--- src/rtl/fp_pkg.sv ---
// Shared definitions for the parametrised floating-point datapath blocks.
// Encoding helpers are functions because the formats are chosen per instance.
package fp_pkg;

  localparam int unsigned FP32_EW = 8;
  localparam int unsigned FP32_MW = 23;

  localparam int unsigned FLGW   = 4;
  localparam int unsigned FLG_NV = 3;
  localparam int unsigned FLG_OF = 2;
  localparam int unsigned FLG_UF = 1;
  localparam int unsigned FLG_NX = 0;

  typedef struct packed {
    logic zero;
    logic inf;
    logic nan;
    logic sign;
  } fp_class_t;

  function automatic int unsigned bias_of(input int unsigned ew);
    return (32'd1 << (ew - 1)) - 32'd1;
  endfunction

  function automatic int unsigned exp_max_of(input int unsigned ew);
    return (32'd1 << ew) - 32'd1;
  endfunction

  // Canonical NaN without the sign bit: exponent all-ones, mantissa = 1.
  function automatic logic [63:0] qnan(input int unsigned ew, input int unsigned mw);
    return (((64'd1 << ew) - 64'd1) << mw) | 64'd1;
  endfunction

endpackage

--- src/rtl/fp_round_pack.sv ---
// Final rounding, range check and packing of a normalised significand into an IEEE-style word.
// Purely combinational so it can sit behind any pipeline register.
module fp_round_pack
  import fp_pkg::*;
#(
  parameter int unsigned EW    = FP32_EW,
  parameter int unsigned MW    = FP32_MW,
  parameter int unsigned ROUND = 1
) (
  input  logic                   [MW-1:0]      mant,
  input  logic                                 g,
  input  logic                                 s,
  input  logic signed            [EW+1:0]      exp_in,
  input  fp_class_t                            cls,
  input  logic                                 nv,
  output logic                   [EW+MW:0]     y_c,
  output logic                   [FLGW-1:0]    flags_c
);

  localparam int unsigned XW      = EW + 2;
  localparam int unsigned EXP_MAX = exp_max_of(EW);
  localparam logic [EW+MW-1:0] QNAN = (EW+MW)'(qnan(EW, MW));
  localparam bit RNE = (ROUND != 0);

  logic                 inc;
  logic [MW:0]          sum;
  logic [MW-1:0]        mant_r;
  logic signed [XW-1:0] e_fin;
  logic                 ovf;
  logic                 unf;

  // Round, renormalise on carry-out, then re-check the exponent range.
  always_comb begin
    inc    = RNE && g && (s || mant[0]);
    sum    = {1'b0, mant} + (MW+1)'(inc);
    mant_r = sum[MW-1:0];
    e_fin  = exp_in + XW'(sum[MW]);
    ovf    = (e_fin >= $signed(XW'(EXP_MAX)));
    unf    = (e_fin <= $signed(XW'(0)));
  end

  always_comb begin
    y_c     = '0;
    flags_c = '0;
    if (cls.nan) begin
      y_c             = {cls.sign, QNAN};
      flags_c[FLG_NV] = nv;
    end else if (cls.inf) begin
      y_c = {cls.sign, {EW{1'b1}}, {MW{1'b0}}};
    end else if (cls.zero) begin
      y_c = {cls.sign, {(EW+MW){1'b0}}};
    end else if (ovf) begin
      y_c             = {cls.sign, {EW{1'b1}}, {MW{1'b0}}};
      flags_c[FLG_OF] = 1'b1;
      flags_c[FLG_NX] = 1'b1;
    end else if (unf) begin
      y_c             = {cls.sign, {(EW+MW){1'b0}}};
      flags_c[FLG_UF] = 1'b1;
      flags_c[FLG_NX] = 1'b1;
    end else begin
      y_c             = {cls.sign, e_fin[EW-1:0], mant_r};
      flags_c[FLG_NX] = g || s;
    end
  end

endmodule

--- src/rtl/fp_mult_pipe.sv ---
// Three-stage pipelined floating-point multiplier (classify/multiply, normalise, round/pack)
// with a single global stall driven by the output handshake.
module fp_mult_pipe
  import fp_pkg::*;
#(
  parameter int unsigned EW    = FP32_EW,
  parameter int unsigned MW    = FP32_MW,
  parameter int unsigned TAGW  = 4,
  parameter int unsigned ROUND = 1
) (
  input  logic                clk,
  input  logic                rst,
  input  logic [EW+MW:0]      a,
  input  logic [EW+MW:0]      b,
  input  logic [TAGW-1:0]     in_tag,
  input  logic                in_valid,
  output logic                in_ready,
  output logic [EW+MW:0]      y,
  output logic [TAGW-1:0]     y_tag,
  output logic [FLGW-1:0]     y_flags,
  output logic                y_valid,
  input  logic                y_ready
);

  localparam int unsigned W    = 1 + EW + MW;
  localparam int unsigned PW   = 2 * MW + 2;
  localparam int unsigned XW   = EW + 2;
  localparam int unsigned BIAS = bias_of(EW);

  logic en;

  assign en       = !y_valid || y_ready;
  assign in_ready = en;

  // ---------------- stage 1: classify and multiply ----------------
  logic [EW-1:0]        ea, eb;
  logic [MW-1:0]        ma, mb;
  fp_class_t            ca, cb, c1_n;
  logic                 inv_n;
  logic [PW-1:0]        prod_n;
  logic signed [XW-1:0] exp1_n;

  always_comb begin
    ea      = a[MW +: EW];
    eb      = b[MW +: EW];
    ma      = a[MW-1:0];
    mb      = b[MW-1:0];
    ca.zero = (ea == '0);
    ca.inf  = (ea == '1) && (ma == '0);
    ca.nan  = (ea == '1) && (ma != '0);
    ca.sign = a[W-1];
    cb.zero = (eb == '0);
    cb.inf  = (eb == '1) && (mb == '0);
    cb.nan  = (eb == '1) && (mb != '0);
    cb.sign = b[W-1];
    inv_n     = (ca.inf && cb.zero) || (ca.zero && cb.inf);
    c1_n.nan  = ca.nan || cb.nan || inv_n;
    c1_n.inf  = (ca.inf || cb.inf) && !c1_n.nan;
    c1_n.zero = (ca.zero || cb.zero) && !c1_n.nan && !c1_n.inf;
    c1_n.sign = ca.sign ^ cb.sign;
    prod_n    = PW'({1'b1, ma}) * PW'({1'b1, mb});
    exp1_n    = XW'(ea) + XW'(eb) - XW'(BIAS);
  end

  logic                 v1;
  logic [TAGW-1:0]      tag1;
  fp_class_t            c1;
  logic                 nv1;
  logic [PW-1:0]        prod1;
  logic signed [XW-1:0] exp1;

  always_ff @(posedge clk or posedge rst) begin
    if (rst) begin
      v1    <= 1'b0;
      tag1  <= '0;
      c1    <= '0;
      nv1   <= 1'b0;
      prod1 <= '0;
      exp1  <= '0;
    end else if (en) begin
      v1    <= in_valid;
      tag1  <= in_tag;
      c1    <= c1_n;
      nv1   <= inv_n;
      prod1 <= prod_n;
      exp1  <= exp1_n;
    end
  end

  // ---------------- stage 2: normalise to 1.xxx, extract guard/sticky ----------------
  logic [PW-2:0]        norm;
  logic [MW-1:0]        mant2_n;
  logic                 g2_n, s2_n;
  logic signed [XW-1:0] exp2_n;

  always_comb begin
    norm    = prod1[PW-1] ? prod1[PW-2:0] : {prod1[PW-3:0], 1'b0};
    mant2_n = norm[PW-2 -: MW];
    g2_n    = norm[MW];
    s2_n    = |norm[MW-1:0];
    exp2_n  = exp1 + XW'(prod1[PW-1]);
  end

  logic                 v2;
  logic [TAGW-1:0]      tag2;
  fp_class_t            c2;
  logic                 nv2;
  logic [MW-1:0]        mant2;
  logic                 g2, s2;
  logic signed [XW-1:0] exp2;

  always_ff @(posedge clk or posedge rst) begin
    if (rst) begin
      v2    <= 1'b0;
      tag2  <= '0;
      c2    <= '0;
      nv2   <= 1'b0;
      mant2 <= '0;
      g2    <= 1'b0;
      s2    <= 1'b0;
      exp2  <= '0;
    end else if (en) begin
      v2    <= v1;
      tag2  <= tag1;
      c2    <= c1;
      nv2   <= nv1;
      mant2 <= mant2_n;
      g2    <= g2_n;
      s2    <= s2_n;
      exp2  <= exp2_n;
    end
  end

  // ---------------- stage 3: round and pack into the output register ----------------
  logic [W-1:0]    y_n;
  logic [FLGW-1:0] flags_n;

  fp_round_pack #(
    .EW    (EW),
    .MW    (MW),
    .ROUND (ROUND)
  ) u_round_pack (
    .mant    (mant2),
    .g       (g2),
    .s       (s2),
    .exp_in  (exp2),
    .cls     (c2),
    .nv      (nv2),
    .y_c     (y_n),
    .flags_c (flags_n)
  );

  // Bubbles load zeros so that flags (and data) read as zero whenever y_valid is low.
  always_ff @(posedge clk or posedge rst) begin
    if (rst) begin
      y_valid <= 1'b0;
      y       <= '0;
      y_tag   <= '0;
      y_flags <= '0;
    end else if (en) begin
      y_valid <= v2;
      y       <= v2 ? y_n : '0;
      y_tag   <= v2 ? tag2 : '0;
      y_flags <= v2 ? flags_n : '0;
    end
  end

endmodule

--- config.mk ---
export PLATFORM = sky130hd
export DESIGN_NAME = fp_mult_pipe
export DESIGN_NICKNAME = d
export VERILOG_FILES = /design/src/rtl/fp_pkg.sv /design/src/rtl/fp_round_pack.sv /design/src/rtl/fp_mult_pipe.sv
export SDC_FILE = /design/constraint.sdc
export NUM_CORES = 2
export LEC_CHECK = 0
export ABC_AREA = 1
export CAP_MARGIN = 40
export CORE_UTILIZATION = 31
export DETAILED_ROUTE_END_ITERATION = 7
export PLACE_DENSITY = 0.55
export RECOVER_POWER = 50
export SYNTH_ARGS = -nofsm -noshare
export SYNTH_HDL_FRONTEND = slang
export SYNTH_SLANG_ARGS = --single-unit
--- constraint.sdc ---
create_clock -name clk -period 5.7 [get_ports clk]
set_input_delay 0.855 -clock clk [delete_from_list [all_inputs] [get_ports clk]]
set_output_delay 0.855 -clock clk [all_outputs]
set_load 0.1 [all_outputs]
==> impl_summary.log <==
INFO  metric rsz_0062_raised_after_global_routing = true
INFO  metric synth-main-ff-cell = dfrtp_1
INFO  metric criticalPathCategory = input pin to flop
INFO  metric coreArea = 0.0885 mm2
INFO  metric grt_first_pass_wirelength = 145000 um
INFO  metric globalplace.congestion = 0.895
INFO  metric max-cap-violations = 2
INFO  metric fillCellCount = 8555
INFO  metric netlist_instances = 3689
INFO  metric violated_checks = DRC, capacitance limit, slew limit, setup timing
INFO  metric mappedNetlistArea = 0.0278 mm2
INFO  metric antennaDiodeCount = 0
INFO  metric detailedRoute.firstPassIterationCount = 7
INFO  metric postSynthRegisterBits = 154
INFO  metric tritoncts_num_sinks = around 150
INFO  metric std_cell_rows = between 100 and 150
INFO  metric combinational_family_with_the_most_area_after_synthesis = adder cells
INFO  metric synth_simple_gate_area_share = 20.7%
INFO  metric htree_levels = 4
INFO  metric report.final.slew_viol_count = approximately 120
INFO  metric drive_gt1_share = about a quarter
INFO  metric drcViolationCount = 8
INFO  metric post_drt_wl_per_cell = 17.0 um
INFO  metric setup_viol = 32
INFO  metric initial_antenna_violation_count = 1
INFO  metric cp-start-kind = input pin
INFO  metric place.port_buffers = 113
INFO  metric max-slew-margin-rel = -48.4%
INFO  metric synth-adder-area-share = a little over two fifths
INFO  metric max_freq = 164 MHz
INFO  metric post_synth_xor_area_fraction = 0.599%
INFO  metric post-route-cell-area = 0.0386 mm2
INFO  metric post_dp_cell_area = 0.0341 mm2
INFO  metric synth_compound_gate_area_share = 5.26%
INFO  metric synth.mux.area_fraction = 0%
INFO  metric final_net_count = 4905
INFO  metric outcome = finished with violations
INFO  metric yosys_warn_count = 0
INFO  metric area.growth.synth_to_final = 39.0%
INFO  metric wl = 90800 um
INFO  metric synth.net_count = 4438
INFO  metric cts_tree = done
INFO  metric min_path_type = flop to flop
INFO  metric totalNegativeSetupSlack = -9820 ps
INFO  metric clock_tree.root_cell = clkbuf_16
INFO  metric hpwl = 65600 um
INFO  metric track_usage = 20.6%
INFO  metric synthArstFlopShare = 100%
INFO  metric post_cts_hold_buffer_count = 0
INFO  metric dieArea = 0.0908 mm2
INFO  metric grt_pass1_vias = about 26000
INFO  metric grt_max_degree = 86
INFO  metric synth_sequential_area_ratio = 13.9%
INFO  metric arrival = 6430 ps
INFO  metric holdWs = 474 ps
INFO  metric syn_area_per_cell = 7.53 um2
INFO  metric num_io_pins = 114
INFO  metric start_util = between 30% and 40%
INFO  metric clk_skew = 18.9 ps
INFO  metric cts_inserted_buffers = 17
INFO  metric path_clk_slew = 70 ps
INFO  metric post_synth_edffs = 0
INFO  metric clock_path_buffers = 2
INFO  metric worst_setup_path_end_kind = flop
INFO  metric die_w = 301 um
INFO  metric report.final.hold_viol_count = 0
INFO  metric clock_insertion_delay_worst_skew = 450 ps
INFO  metric timing.critical_path.required = 6020 ps
INFO  metric fin_crit_sh = 107%
INFO  metric grt_overflow = 0
INFO  metric initialDrtViolationCount = 1423
INFO  metric fin_ws = -401 ps
INFO  metric num_vias = 24600
INFO  metric routed_via_density = about 4.6
INFO  metric distinct_cell_type_count_after_synthesis = 45
INFO  metric clock_period_minus_final_worst_setup_slack = around 6000 ps
INFO  metric crit_fanout = 5
INFO  metric actual_slew_at_the_worst_max_slew_pin = ~2200 ps
INFO  metric dieHeight = 301 um
INFO  metric final_antenna_net_count = 0
-- cell usage in the layout (no fill, tap or decap), drive strengths merged, types with 4 or more instances in the layout --
cell type      Yosys  routed
o21bai             6       6
clkbuf           135      26
buf                5     503
nor4              19      19
o21ai            145     145
nand3            109     109
fa               483     483
a22o               4       4
a31oi              9       9
xor2              13      13
nor3              11      11
ha               194     194
dfrtp            154     154
nand3b             9       9
clkinv             2       5
a21oi             75      75
o22ai              4       4
o211ai            14      14
nand4             39      39
nand2           1050    1050
clkdlybuf4s50      0      65
inv             1035    1045
bufbuf             0       7
xnor2              6       6
nor2             141     141
or2               12      12
-- sequential cells by signal (all words and copies together), names as in the netlist, 4 cells and up --
signal	count
prod1	48
y	32
mant2	23
exp1	10
exp2	10
c1	4
c2	4
tag1	4
tag2	4
y_flags	4
y_tag	4
-- timing repair --
action / 4_1_cts / 5_1_grt
setup buffers: 86 / 31
resized for setup: 568 / 293
endpoints found under the setup margin: 39 / 39
gates cloned: 36 / 4
pin swaps: 171 / 181
-- critical path: stages --
cell	delay [ps]
buf_8	130
buf_12	160
nand2_2	70
inv_2	40
fa_1	490
fa_1	510
inv_1	60
fa_1	540
inv_1	50
fa_1	480
inv_1	50
fa_1	500
inv_2	50
fa_1	510
inv_1	50
fa_1	490
inv_2	50
ha_4	350
nand2_8	80
nor2_4	120
nand2_2	70
inv_2	70
buf_6	90
nand4_1	190
nand3_1	140
nand2_1	70
nand3_2	90
nand2_1	60
-- kinds of logic after synthesis --
family	after synthesis
AND/OR/NAND/NOR	1394
XOR/XNOR	19
AO/OA/AOI/OAI	268
flip-flops	154
adder cells (fa/ha/maj)	677
buffers and inverters	1177
-- cells in the mapped netlist (9+ instances only) --
library cell / number / area share, %
dfrtp_1: 154 / 14
xor2_1: 13 / 0.41
nand3_1: 94 / 1.7
nand4_1: 38 / 0.86
inv_1: 1032 / 14
nor3_1: 10 / 0.18
o21ai_0: 143 / 2.6
o211ai_1: 14 / 0.38
nor4_1: 19 / 0.43
ha_1: 194 / 8.7
nand2_1: 1045 / 14
a21oi_1: 75 / 1.4
nand3b_1: 9 / 0.24
nor2_1: 135 / 1.8
clkbuf_1: 135 / 1.8
a31oi_1: 9 / 0.20
nand3_2: 15 / 0.54
or2_2: 12 / 0.27
fa_1: 483 / 35
-- through the flow --
stage          worst slack [ps]  cells  utilization, %
2_1_floorplan              -362   3689               -
3_3_place_gp              -1420   5101            37.5
3_5_place_dp              -1370   5147            38.5
4_1_cts                    -373   5301            42.3
5_1_grt                    -571   5334            43.6
6_report                   -401   5334            43.6
-- routing by layer --
| metal | track usage (%) | routed length [um] |
|---|---|---|
| met2 | 35.1 | 43400 |
| met5 | 0 | 61 |
| met3 | 4.12 | 6460 |
| met4 | 6.88 | 3650 |
| met1 | 25.9 | 37200 |
-- area by class of cell --
| class | count | area (um2) | area share, % |
|---|---|---|---|
| Timing Repair Buffer | 588 | 7140 | 18.5 |
| Multi-Input combinational cell | 2358 | 21700 | 56.2 |
| Clock inverter | 15 | 150 | 0.389 |
| Sequential cell | 154 | 3850 | 9.98 |
| Clock buffer | 17 | 425 | 1.10 |
| Inverter | 1037 | 3900 | 10.1 |
| Tap cell | 1165 | 1460 | 3.78 |
-- worst paths after layout --
kind                       startpoint   endpoint  cells past startpoint  slack [ps]
min                             c2[0]      y[31]                      2         470
max in group asynchronous         rst         v2                      4        1980
min reg2reg                     c2[0]      y[31]                      2         470
max                              a[9]  prod1[44]                     28        -400
min in group asynchronous         rst   prod1[6]                      3        1570
max reg2reg                  mant2[0]      y[18]                     25        1280
Power is not shown: default switching activity piles up to over one toggle a cycle in this logic, so the estimate is an artifact.
